$ cat src/rtl/intr_ctrl_if.sv
// intr_ctrl_if: CPU interrupt handshake plus register port of the interrupt controller
interface intr_ctrl_if;
  logic        intr;
  logic        inta;
  logic        sel;
  logic        we;
  logic [1:0]  addr;
  logic [31:0] wdata;
  logic [31:0] rdata;
  modport master (input intr, rdata, output inta, sel, we, addr, wdata);
  modport slave (output intr, rdata, input inta, sel, we, addr, wdata);
endinterface

$ cat src/rtl/intr_ctrl.sv
// intr_ctrl: edge-capturing prioritised interrupt controller with mask, vector and EOI registers
module intr_ctrl #(
  parameter int N = 8
) (
  input  logic         clk,
  input  logic         clrn,
  input  logic [N-1:0] src,
  intr_ctrl_if.slave   bus
);
  typedef enum logic [1:0] {IDLE, REQ, SVC} state_t;
  state_t state;
  logic [N-1:0] src_q, pend, mask, rise, cand, live, pend_clr, ack_clr;
  logic         vec_v, wr_pend, wr_mask, wr_eoi, ack;
  logic [3:0]   vec_id, id;
  assign rise     = src & ~src_q;
  assign wr_pend  = bus.sel & bus.we & (bus.addr == 2'd0);
  assign wr_mask  = bus.sel & bus.we & (bus.addr == 2'd1);
  assign wr_eoi   = bus.sel & bus.we & (bus.addr == 2'd3);
  assign pend_clr = wr_pend ? bus.wdata[N-1:0] : '0;
  assign cand     = pend & mask;
  // a software clear in the same cycle as an acknowledge wins, so the CPU sees a spurious vector
  assign live     = cand & ~pend_clr;
  assign ack      = (state == REQ) & bus.inta & (|live);
  assign bus.rdata = !bus.sel ? 32'd0 :
                     bus.addr == 2'd0 ? 32'(pend) :
                     bus.addr == 2'd1 ? 32'(mask) :
                     bus.addr == 2'd2 ? {vec_v, 27'd0, vec_id} : 32'd0;
  // lowest set index of the live candidates wins; its pending bit is cleared on acknowledge
  always_comb begin
    id = '0;
    ack_clr = '0;
    for (int i = N - 1; i >= 0; i--)
      if (live[i]) begin
        id = 4'(i);
        ack_clr = '0;
        ack_clr[i] = ack;
      end
  end
  // edge capture, write-1-to-clear pending (new edges win) and mask register
  always_ff @(posedge clk or negedge clrn)
    if (!clrn) begin
      src_q <= '0;
      pend  <= '0;
      mask  <= '0;
    end else begin
      src_q <= src;
      pend  <= (pend & ~pend_clr & ~ack_clr) | rise;
      if (wr_mask) mask <= bus.wdata[N-1:0];
    end
  // request/service state machine with registered intr and vector
  always_ff @(posedge clk or negedge clrn)
    if (!clrn) begin
      state   <= IDLE;
      bus.intr <= 1'b0;
      vec_v   <= 1'b0;
      vec_id  <= '0;
    end else
      case (state)
        IDLE:
          if (|cand) begin
            state   <= REQ;
            bus.intr <= 1'b1;
          end
        REQ:
          if (bus.inta || !(|live)) begin
            state   <= ack ? SVC : IDLE;
            bus.intr <= 1'b0;
            if (bus.inta) begin
              vec_v  <= ack;
              vec_id <= ack ? id : 4'd0;
            end
          end
        SVC:
          if (wr_eoi) begin
            state  <= IDLE;
            vec_v  <= 1'b0;
            vec_id <= '0;
          end
        default: state <= IDLE;
      endcase
endmodule
$ cat src/flat_wrapper.sv
// flat-port wrapper written by rule: the top's interface ports become plain ports
module intr_ctrl_flat 
#(
  parameter int N = 8
)
  (clk, clrn, src, bus_intr, bus_rdata, bus_inta, bus_sel, bus_we, bus_addr, bus_wdata);
  intr_ctrl_if bus_i ();
  input  logic clk;
  input  logic clrn;
  input  logic [N-1:0] src;
  output wire logic [$bits(bus_i.intr)-1:0] bus_intr;
  output wire logic [$bits(bus_i.rdata)-1:0] bus_rdata;
  input wire logic [$bits(bus_i.inta)-1:0] bus_inta;
  input wire logic [$bits(bus_i.sel)-1:0] bus_sel;
  input wire logic [$bits(bus_i.we)-1:0] bus_we;
  input wire logic [$bits(bus_i.addr)-1:0] bus_addr;
  input wire logic [$bits(bus_i.wdata)-1:0] bus_wdata;
  assign bus_intr = bus_i.intr;
  assign bus_rdata = bus_i.rdata;
  assign bus_i.inta = bus_inta;
  assign bus_i.sel = bus_sel;
  assign bus_i.we = bus_we;
  assign bus_i.addr = bus_addr;
  assign bus_i.wdata = bus_wdata;
  intr_ctrl #(.N(N)) u_core (.clk(clk), .clrn(clrn), .src(src), .bus(bus_i));
endmodule
$ cat config.mk
export PLATFORM = sky130hd
export DESIGN_NAME = intr_ctrl_flat
export DESIGN_NICKNAME = d
export VERILOG_FILES = /design/src/rtl/intr_ctrl_if.sv /design/src/rtl/intr_ctrl.sv /design/src/flat_wrapper.sv
export SDC_FILE = /design/constraint.sdc
export NUM_CORES = 1
export LEC_CHECK = 0
export ABC_CLOCK_PERIOD_IN_PS = 2100
export BUFFER_PORTS_ARGS = -buffer_cell sky130_fd_sc_hd__buf_2
export CAP_MARGIN = 40
export CORE_UTILIZATION = 30
export CTS_CLUSTER_SIZE = 16
export DETAILED_ROUTE_END_ITERATION = 8
export SYNTH_ARGS = -nofsm -noshare
export SYNTH_HDL_FRONTEND = slang
export SYNTH_SLANG_ARGS = --single-unit
$ cat constraint.sdc
create_clock -name clk -period 2.1 [get_ports clk]
set_clock_uncertainty 0.05 [all_clocks]
set_input_delay 0.315 -clock clk [delete_from_list [all_inputs] [get_ports clk]]
set_output_delay 0.315 -clock clk [all_outputs]
set_load 0.01 [all_outputs]
==> results of run 1 <==
worst max-delay path: stages:
cell	delay, ps
buf_2	100
and4bb_1	320
buf_12	150
a21oi_1	100
or4b_1	540
or2_1	310
a22o_1	250
report_power, final:
part | total, mW | internal (mW) | switching (mW)
combinational | 0.656 | 0.340 | 0.316
clock | 0.521 | 0.299 | 0.222
sequential | 0.858 | 0.732 | 0.126
metrics by stage:
step	total power, mW	setup WS, ps	TNS (ps)	hold slack, ps
global route	2.172	65.81	0	86.61
detailed placement	1.523	-159.3	-856.0	368.1
finish	2.035	138.9	0	24.75
global placement	1.509	-147.1	-723.2	356.0
CTS	2.053	155.7	0	57.08
floorplan	1.294	-1.401	-2.802	-30.59
sequential cells by signal, indices dropped and copies added (netlist names):
signal,count
u_core.vec_v,1
u_core.bus.intr,1
u_core.mask,8
u_core.src_q,8
u_core.state,2
u_core.pend,8
u_core.vec_id,3
final timing paths:
check                                 from         endpoint  slack (ps)  cells past startpoint
max in group asynchronous             clrn   u_core.mask[4]        1500                      1
max                            bus_addr[0]  u_core.state[1]         140                      7
min                                   clrn  u_core.state[1]          20                      1
min in group clk                    src[3]  u_core.src_q[3]          90                      1
max reg2reg                u_core.state[1]   u_core.pend[6]         200                      6
min reg2reg                u_core.src_q[0]   u_core.pend[0]         370                      1
kinds of logic after synthesis:
logic type | synth area share, %
multiplexers | 9.973
buffers and inverters | 13.71
AND/OR/NAND/NOR | 16.48
AO/OA/AOI/OAI | 16.69
flip-flops | 42.94
other | 0.2076
synth_stat cells (2+ instances only):
master,number,area (µm²)
clkbuf_1,4,15.01
o21ai_0,6,30.03
a22o_1,4,35.03
buf_4,23,172.7
a32o_1,8,80.08
mux2_2,8,90.09
buf_6,2,22.52
and2_1,3,18.77
nand3_1,2,10.01
a22oi_1,2,15.01
nand2b_1,2,12.51
a31oi_1,2,12.51
inv_1,10,37.54
nand2_1,23,86.33
nor2b_1,3,18.77
nor2_1,9,33.78
a21oi_2,2,17.52
and3_1,2,12.51
nand3b_1,2,15.01
a21oi_1,6,30.03
dfrtp_1,31,775.7
mux2i_1,9,90.09
a21o_1,4,30.03
layout by cell type, fill, tap and decap left out, types with 7 or more instances in the layout:
| cell type | n |
|---|---|
| buf_4 | 18 |
| nand2_1 | 23 |
| dfrtp_1 | 31 |
| buf_2 | 32 |
| conb_1 | 23 |
| mux2_2 | 8 |
| clkbuf_8 | 7 |
| inv_1 | 10 |
| nor2_1 | 9 |
| a32o_1 | 8 |
| mux2i_1 | 9 |
cell type report:
class / instances / area [µm²] / share of cell area (%)
well taps: 72 / 90.09 / 4.124
inverters: 10 / 37.54 / 1.718
clock buffers: 8 / 100.1 / 4.582
flip-flops and latches: 31 / 775.7 / 35.51
multi-input cells: 136 / 865.8 / 39.63
repair buffers: 51 / 315.3 / 14.43
metal layers:
metal	part of all wire (%)	wire length, µm	GRT usage [%]	vias up
li1	-	-	-	709
met4	1.7	71	6.545	0
met5	0	0	0	-
met2	48	1987	22.99	47
met3	5.2	217	3.657	7
met1	46	1905	18.38	712
==> out/results.env, run 1 <==
LAYOUT.CELL_AREA.NON_FILLER_UM2=2185
LAYOUT-DRIVE-GT1-SHARE_PCT=29.66
DOMINANT_REGISTER_CELL_IN_THE_SYNTHESIZED_NETLIST='dfrtp_1'
WORSTSETUPPATHTYPE='in -> reg'
FILLER_FREE_CELL_COUNT_OF_THE_FINISHED_DESIGN=308
FINALHOLDVIOLATIONS=0
PLACE_CONGESTION=0.8062
PERIOD_MINUS_SLACK_PS=1961
FINALSETUPVIOLATIONS=0
DETAIL_ROUTE.DRC_VIOLATIONS=0
ROUTE.VIAS.TOTAL=1475
CLOCK-SINKS=31
CLOCK_TREE.HTREE_LEVEL_COUNT=2
WORSTSKEWPAIRLATENCY_PS=290
STARTING_DENSITY_PCT=32.02
CTS_MAX_PATH_BUFFERS=2
ANTENNA-DIODE-COUNT=0
SYNTH.YOSYS.SEQ_AREA_SHARE_PCT=42.94
ROWS=27
GRT_FIRST_PASS_WIRELENGTH_MM=6.803
CTS_TREE='yes'
STATIC-LEAKAGE-POWER_nW=1.079
IR_DROP_uV=306.8
ENDPOINT_KIND='flip-flop'
AVERAGE_WIRE_LENGTH_PER_CELL_AFTER_DETAIL_ROUTING_UM=13.57
NUM-FILL-CELLS=596
CELLPOWERDENSITY_nW_PER_UM2=931.3
DETAILED_PLACE_HPWL_MM=3.213
MAX_SLEW.WORST_PIN.SLEW_PS=724.9
DIE_W_UM=79.61
PLACE_INST=300
FP.DIEAREA_UM2=6337
NUMBER_OF_ANTENNA_VIOLATIONS_AT_THE_FIRST_CHECK_IN_GLOBAL_ROUTING=0
POSTSYNTHREGISTERBITS=31
ANT_NETS=0
SYNTHARSTFLOPSHARE_PCT=100.0
POST_SYNTH_INSTANCE_AREA_UM2=1807
SLEW_VIOLATIONS=0
AREA_GROWTH_SYN_TO_LAYOUT_PCT=20.91
SYN_AVG_CELL_AREA_UM2=9.819
COUNT_OF_FLIP_FLOPS_WITH_A_BUILT_IN_ENABLE_AFTER_SYNTHESIS=0
CP_DATA_ARRIVAL_TIME_PS=2100
FIN_CRIT_SH_PCT=93.39
MAX_SLEW_MARGIN_VS_LIMIT_PCT=51.68
POST-ROUTE-UTIL_PCT=38.72
SYNTH-WARNING-COUNT=0
CRITICAL_PATH.MAX_FANOUT=13
YOSYSUNIQUECELLTYPES=40
DIE-HEIGHT_UM=79.61
CRITICAL_PATH_REQUIRED_PS=2230
PLACE.PORT_BUFFERS=32
CLKSLEWWORSTSETUPHOLDPATHS_PS=70
HOLD_BUFFER_COUNT_AT_CTS=0
DRT-VIAS-PER-INSTANCE=4.789
GRT.TOTAL_USAGE_PCT=14.48
RUN_STATUS='complete, no violations'
MAX_FREQ_MHz=509.9
CTS_SETUP_BUFFERS=0
DESIGN.PORTCOUNT=80
NUMBER_OF_GLOBAL_ROUTE_VIAS_BEFORE_REPAIR=1421
PLACED_AREA_UM2=2085
FINALWIRELENGTH_MM=4.181
TIMING.MAX_CAP.VIOLATIONS=0
DRT_PASS1_ITERATIONS=4
WORST_SETUP_PATH_START_KIND='input pin'
SYN_INST=184
GLOBALROUTEOVERFLOWTOTAL=0
FP.COREAREA_UM2=5642
CLOCK_BUFFERS_CREATED_BY_TRITONCTS=5
GRT_MAX_DEGREE=32
FINAL_NETS=282
GRT_SETUP_UNREPAIRED='false'
HP-CLASS='in -> async'
DRTITER0DRC=77
CTS_ROOT_BUF='clkbuf_8'
POST_CTS.RESIZED_INSTANCES=0
(Power assumes the default switching activity.)
==> run 2, diff against run 1 <==
--- a/config.mk
+++ b/config.mk
@@ -8,3 +8,3 @@
 export ABC_CLOCK_PERIOD_IN_PS = 2100
-export BUFFER_PORTS_ARGS = -buffer_cell sky130_fd_sc_hd__buf_2
+export BUFFER_PORTS_ARGS = -buffer_cell sky130_fd_sc_hd__clkbuf_2
 export CAP_MARGIN = 40
==> constraint.sdc (replaced) <==
create_clock -name clk -period 2.1 [get_ports clk]
set_clock_uncertainty 0.05 [all_clocks]
set_input_delay 0.21 -clock clk [delete_from_list [all_inputs] [get_ports clk]]
set_output_delay 0.21 -clock clk [all_outputs]
set_load 0.01 [all_outputs]
==> out/results.env, run 2 (synthesized netlist as in run 1, its figures left out) <==
LAYOUT_COMMONEST_CELL='clkbuf_2'
ENDPOINT_KIND='flip-flop'
CTS_MAX_PATH_BUFFERS=2  # unchanged
AREA_GROWTH_SYN_TO_LAYOUT_PCT=22.30
CRITICAL_PATH_REQUIRED_PS=2220  # about the same
ANTENNA-DIODE-COUNT=0  # unchanged
CP_DATA_ARRIVAL_TIME_PS=2090  # about the same
ANT_NETS=0  # unchanged
POWER.TOTAL_mW=1.965  # -3.4%
RUN_STATUS='complete, no violations'
PLACE.PORT_BUFFERS=32  # unchanged
WORSTSETUPPATHTYPE='reg -> reg'
CLOCK_BUFFERS_CREATED_BY_TRITONCTS=5  # unchanged
FINAL_NETS=287  # +1.8%
CLOCK-SINKS=31  # unchanged
GRT_FIRST_PASS_WIRELENGTH_MM=6.568  # -3.5%
SEQCELLAREA_UM2=775.7  # unchanged
DIE-HEIGHT_UM=79.61  # unchanged
LAYOUT.CELLS.MOST_COMMON_LIST='clkbuf_2, dfrtp_1, nand2_1, conb_1, buf_4'
DETAILED_PLACE_HPWL_MM=3.134  # -2.5%
PERIOD_MINUS_SLACK_PS=1979  # +17.52 ps
NUM-FILL-CELLS=584  # -2.0%
FINALHOLDVIOLATIONS=0  # unchanged
CRIT_SLOWEST_CELL='dfrtp_1'
AVERAGE_WIRE_LENGTH_PER_CELL_AFTER_DETAIL_ROUTING_UM=13.21  # -2.7%
POWER.SHARE.CLOCK_PCT=21.5  # -4.1 points
FINALSETUPVIOLATIONS=0  # unchanged
FP.COREAREA_UM2=5642  # unchanged
ROUTE.VIAS.TOTAL=1524  # +3.3%
NUMBER_OF_GLOBAL_ROUTE_VIAS_BEFORE_REPAIR=1389  # -2.3%
CRITICAL_PATH_BUF_INV_COUNT=1  # -1
DETAIL_ROUTE.DRC_VIOLATIONS=0  # unchanged
HP-CLASS='in -> reg'
IR_DROP_uV=449.6  # +47%
FIN_CRIT_SH_PCT=94.22  # +0.83 points
REG.LARGEST.LIST='u_core.mask x8, u_core.pend x8, u_core.src_q x8'
DRT-VIAS-PER-INSTANCE=4.900  # +2.3%
MULTI_INPUT_AREA_UM2=865.8  # unchanged
P_SEQ_SHARE_PCT=42.8  # +0.6 points
MAX_SLEW.WORST_PIN.SLEW_PS=764.1  # +39.28 ps
CTS_ROOT_BUF='clkbuf_8'
SLEW_VIOLATIONS=0  # unchanged
GRT.TOTAL_USAGE_PCT=13.77  # -0.71 points
STATIC-LEAKAGE-POWER_nW=1.083  # +0.36%
POST_CTS.RESIZED_INSTANCES=0  # unchanged
SLOWEST_DELAY_PS=430  # -110 ps
WORST_SETUP_PATH_START_KIND='flip-flop'
SWSHARE_PCT=33.02  # +0.39 points
DESIGN.PORTCOUNT=80  # unchanged
DRT_PASS1_ITERATIONS=4  # unchanged
GRT_MAX_DEGREE=32  # unchanged
WORSTPATHCELLLIST='a22oi_1 -> o2111a_1 -> nor3b_1 -> buf_4 -> nand4b_1 -> a32o_1'
TIMING.HOLD.WS_PS=10.27  # -14.49 ps
ROWS=27  # unchanged
GRT_SETUP_UNREPAIRED='false'
POWER.COMBINATIONAL.FRACTION_PCT=35.6  # +3.4 points
DIE_W_UM=79.61  # unchanged
GLOBALROUTEOVERFLOWTOTAL=0  # unchanged
FIN_WS_PS=121.4  # -17.52 ps
CTS_SETUP_BUFFERS=0  # unchanged
CTS_TREE='yes'
WORSTSKEWPAIRLATENCY_PS=280  # about the same
CLKSLEWWORSTSETUPHOLDPATHS_PS=60  # about the same
FINALWIRELENGTH_MM=4.109  # -1.7%
SWITCHING_POWER_uW=648.7  # -2.3%
PLACE_CONGESTION=0.8044  # -0.22%
CLOCK_TREE.HTREE_LEVEL_COUNT=2  # unchanged
CELL_INTERNAL_PWR_mW=1.316  # -4.0%
MAX_SLEW_MARGIN_VS_LIMIT_PCT=49.06  # -2.6 points
NUMBER_OF_ANTENNA_VIOLATIONS_AT_THE_FIRST_CHECK_IN_GLOBAL_ROUTING=0  # unchanged
PLACE_WORST_SETUP_SLACK_PS=-89.10  # +70.17 ps
DRTITER0DRC=68  # -12%
CRITICAL_PATH.MAX_FANOUT=6  # -7
CELLPOWERDENSITY_nW_PER_UM2=889.1  # -4.5%
FP.DIEAREA_UM2=6337  # unchanged
LAYOUT-DRIVE-GT1-SHARE_PCT=28.03  # -1.6 points
STARTING_DENSITY_PCT=32.02  # unchanged
TIMING.MAX_CAP.VIOLATIONS=0  # unchanged
TOP_FAMILY_BY_DELAY_ON_CRITICAL_PATH='compound AO/OA/AOI/OAI gates'
MAX_FREQ_MHz=505.4  # -0.89%
[run 2: final timing paths]
check / cells after the start / endpoint / start / slack (ps)
setup / recovery: 6 / u_core.pend[6] / u_core.mask[1] / 120
hold / removal: 1 / u_core.src_q[4] / src[4] / 10
setup reg to reg: 6 / u_core.pend[6] / u_core.mask[1] / 120
hold reg to reg: 1 / u_core.pend[0] / u_core.src_q[0] / 380
max in group asynchronous: 2 / u_core.src_q[0] / clrn / 1010
min in group asynchronous: 2 / u_core.src_q[1] / clrn / 490
[run 2: metal layers]
metal / up-vias / track usage, % / part of all wire (%) / routed length [µm]
met4: 0 / 6.545 / 2.6 / 106
li1: 714 / - / - / -
met1: 730 / 18.38 / 47 / 1925
met3: 13 / 3.200 / 6.1 / 250
met2: 67 / 20.85 / 44 / 1827
met5: - / 0 / 0 / 0
[run 2: layout make-up]
class	instances	share of cell area, %
flip-flops and latches	31	35.11
repair buffers	56	16.65
inverters	10	1.699
multi-input cells	136	39.18
clock buffers	6	3.284
well taps	72	4.077
[run 2: power by group through the flow]
stage | Clock (mW) | Sequential, mW | Combinational [mW]
detailed placement | 0 | 0.850 | 0.691
CTS | 0.436 | 0.839 | 0.702
global route | 0.466 | 0.859 | 0.775
floorplan | 0 | 0.832 | 0.462
finish | 0.423 | 0.842 | 0.700
global placement | 0 | 0.844 | 0.684
[run 2: stage by stage]
step                utilization [%]  instance area [µm²]  instances  TNS, ps
floorplan                         -                 1889        206        0
global placement              36.82                 2077        299   -147.0
CTS                           38.99                 2200        310        0
finish                        39.17                 2210        311        0
detailed placement            36.82                 2077        299   -274.5
global route                  39.17                 2210        311        0
[run 2: repair_timing]
action | CTS | global route
hold buffers | 5 | 1
hold endpoints to repair | 35 | 1
endpoints found under the setup margin | 0 | 0
==> run 3, diff against run 2 <==
Settings changed: CELL_PAD_IN_SITES_DETAIL_PLACEMENT set to 0, CELL_PAD_IN_SITES_GLOBAL_PLACEMENT set to 1, PLACE_DENSITY_LB_ADDON set to 0.1, SKIP_LAST_GASP set to 1.
==> out/results.env, run 3 (synthesized netlist as in run 1, its figures left out) <==
NUMBER_OF_GLOBAL_ROUTE_VIAS_BEFORE_REPAIR=1460  # +5.1%
ANTENNA-DIODE-COUNT=0  # unchanged
HOLDCRITSTARTPOINT='src[7]'
STATIC-LEAKAGE-POWER_nW=1.105  # +2.1%
TIMING.MAX_CAP.VIOLATIONS=0  # unchanged
CRIT-REG2REG-CAPTURE='u_core.vec_id[0]'
WORST_HOLD_PATH.ENDPOINT='u_core.src_q[7]'
GROUTE.LAYER.MET1.USAGE_PCT=19.17  # +0.79 points
DIE-HEIGHT_UM=79.61  # unchanged
CRITICAL_PATH_REQUIRED_PS=2220  # about the same
CP_DATA_ARRIVAL_TIME_PS=1990  # -100 ps
AVERAGE_WIRE_LENGTH_PER_CELL_AFTER_DETAIL_ROUTING_UM=14.11  # +6.8%
RUN_STATUS='complete, no violations'
ENDPOINT_KIND='flip-flop'
REG.LARGEST.LIST='u_core.mask x8, u_core.pend x8, u_core.src_q x8'
HP-CLASS='in -> reg'
FINAL_NETS=290  # +1.0%
FINALSETUPVIOLATIONS=0  # unchanged
DRT_PASS1_ITERATIONS=4  # unchanged
CTS_ROOT_BUF='clkbuf_8'
SLOWEST_DELAY_PS=550  # +120 ps
POWER.SHARE.CLOCK_PCT=22.4  # +0.9 points
DETAILED_PLACE_HPWL_MM=3.454  # +10%
CRITICAL_PATH.MAX_FANOUT=4  # -2
GRT_FIRST_PASS_WIRELENGTH_MM=7.203  # +9.7%
TOP_FAMILY_BY_DELAY_ON_CRITICAL_PATH='simple AND/OR/NAND/NOR gates'
PLACE_INST=301  # +0.67%
MAX_SLEW.WORST_PIN.SLEW_PS=790.8  # +26.61 ps
SWITCHING_POWER_uW=672.5  # +3.7%
WORSTSKEWPAIRLATENCY_PS=280  # about the same
GLOBALROUTEOVERFLOWTOTAL=0  # unchanged
PLACE.PORT_BUFFERS=32  # unchanged
FINALHOLDVIOLATIONS=0  # unchanged
SWSHARE_PCT=33.56  # +0.54 points
CTS_TREE='yes'
CTS_SETUP_BUFFERS=0  # unchanged
POWER.COMBINATIONAL.FRACTION_PCT=35.5  # about the same
RR_WORST_DEPTH=5  # -1
LAYOUT.CELLS.MOST_COMMON_LIST='clkbuf_2, dfrtp_1, nand2_1, conb_1, buf_4'
SLEW_VIOLATIONS=0  # unchanged
GRT_SETUP_UNREPAIRED='false'
AREA_GROWTH_SYN_TO_LAYOUT_PCT=24.45
WORSTSETUPPATHTYPE='reg -> reg'
CLOCK-SINKS=31  # unchanged
GRT.TOTAL_USAGE_PCT=15.43  # +1.7 points
GRT_UTIL_MET3_PCT=4.114  # +0.91 points
CLOCK_BUFFERS_CREATED_BY_TRITONCTS=5  # unchanged
FINALWIRELENGTH_MM=4.458  # +8.5%
WORST_SETUP_PATH_START_KIND='flip-flop'
REGTOREGSTARTPOINT='u_core.mask[2]'
P_SEQ_SHARE_PCT=42.1  # -0.7 points
DRTITER0DRC=67  # -1.5%
WORSTHOLDPATHCELLS=1  # unchanged
CLKSLEWWORSTSETUPHOLDPATHS_PS=70  # about the same
FP.DIEAREA_UM2=6337  # unchanged
LAYOUT-DRIVE-GT1-SHARE_PCT=29.10  # +1.1 points
CRIT_SLOWEST_CELL='or4b_1'
MET2_USAGE_IN_GLOBAL_ROUTING_PCT=25.04  # +4.2 points
CRITICAL_PATH_BUF_INV_COUNT=0  # -1
FP.COREAREA_UM2=5642  # unchanged
CTS_MAX_PATH_BUFFERS=2  # unchanged
CLOCK_TREE.HTREE_LEVEL_COUNT=2  # unchanged
STARTING_DENSITY_PCT=32.02  # unchanged
GLOBAL_ROUTING_S_BUSIEST_LAYER='met2'
DRT-VIAS-PER-INSTANCE=4.734  # -3.4%
GRT_MAX_DEGREE=32  # unchanged
CELLPOWERDENSITY_nW_PER_UM2=891.3  # +0.25%
FIN_CRIT_SH_PCT=89.09  # -5.1 points
WORSTPATHCELLLIST='nand2_1 -> a21oi_1 -> or4b_1 -> or2_1 -> a32o_1'
NUM-FILL-CELLS=594  # +1.7%
TIMING.HOLD.WS_PS=11.24  # +0.9705 ps
DESIGN.PORTCOUNT=80  # unchanged
FILLER_FREE_CELL_COUNT_OF_THE_FINISHED_DESIGN=316  # +1.6%
LAYOUT_COMMONEST_CELL='clkbuf_2'
ROUTE.VIAS.TOTAL=1496  # -1.8%
TIMING.REG2REG.SETUP_SLACK_PS=230  # +110 ps
NUMBER_OF_ANTENNA_VIOLATIONS_AT_THE_FIRST_CHECK_IN_GLOBAL_ROUTING=0  # unchanged
ROWS=27  # unchanged
PERIOD_MINUS_SLACK_PS=1871  # -107.7 ps
CELL_INTERNAL_PWR_mW=1.332  # +1.2%
MAX_FREQ_MHz=534.5  # +5.8%
ANT_NETS=0  # unchanged
DETAIL_ROUTE.DRC_VIOLATIONS=0  # unchanged
PLACE_CONGESTION=0.7721  # -4.0%
DIE_W_UM=79.61  # unchanged
IR_DROP_uV=313.0  # -30%
MAX_SLEW_MARGIN_VS_LIMIT_PCT=47.28  # -1.8 points
FINAL.SETUP.TNS_PS=0  # unchanged
## run 3: cell types whose count changed in the layout (fill, tap and decap cells not counted)
cell	previous run	this run
buf_4	17	19
dlygate4sd3_1	6	7
nor3b_2	0	1
nor3b_1	1	0
clkinv_2	0	1
clkbuf_1	1	2
## run 3: worst max-delay path by stage
| stage | start | end | slack [ps] | cells past startpoint |
|---|---|---|---|---|
| CTS | u_core.pend[1] | u_core.pend[7] | 180 | 6 |
| global placement | bus_addr[1] | u_core.vec_id[0] | -50 | 8 |
| finish | u_core.mask[2] | u_core.vec_id[0] | 230 | 5 |
| detailed placement | bus_addr[1] | u_core.vec_id[0] | -70 | 8 |
| global route | u_core.pend[1] | u_core.pend[6] | 110 | 6 |
| floorplan | bus_addr[1] | u_core.vec_id[0] | 70 | 7 |
## run 3: per-stage QoR
| step | setup slack, ps | instance area [µm²] | power [mW] | util (%) |
|---|---|---|---|---|
| final | 229.1 | 2248 | 2.004 | 39.85 |
| after CTS | 180.5 | 2243 | 2.029 | 39.76 |
| after global routing | 111.4 | 2248 | 2.156 | 39.85 |
| after floorplan | 70.92 | 1889 | 1.294 | - |
| after detailed placement | -66.13 | 2092 | 1.557 | 37.08 |
| after global placement | -54.36 | 2092 | 1.541 | 37.08 |
## run 3: per-layer routing
layer	vias up	wire length [µm]
met2	43	2174
met5	-	0
li1	722	-
met1	725	1994
met4	0	74
met3	6	214
## run 3: final cells by class
type	count	area, µm²	area share [%]
Clock inverter	1	5.005	0.2226
Clock buffer	7	76.32	3.395
Multi-Input combinational cell	136	870.8	38.73
Inverter	10	37.54	1.669
Sequential cell	31	775.7	34.50
Tap cell	72	90.09	4.007
Timing Repair Buffer	59	392.9	17.47
## run 3: worst register-to-register path, delay by kind of cell, from the launching register on
| family | cells | cell delay, ps |
|---|---|---|
| AND/OR/NAND/NOR | 3 | 950 |
| flip-flops | 1 | 410 |
| AO/OA/AOI/OAI | 2 | 340 |
## run 3: timing repair
action,CTS,global route
gates resized for setup,0,1
hold buffers,7,0
setup endpoints to repair,0,1
hold endpoints to repair,37,0
## run 3: power by group through the flow
stage / combinational [mW] / sequential, mW / clock [mW]
2_1_floorplan: 0.462 / 0.832 / 0
3_3_place_gp: 0.693 / 0.848 / 0
3_5_place_dp: 0.703 / 0.855 / 0
4_1_cts: 0.716 / 0.844 / 0.470
5_1_grt: 0.796 / 0.864 / 0.495
6_report: 0.712 / 0.844 / 0.448
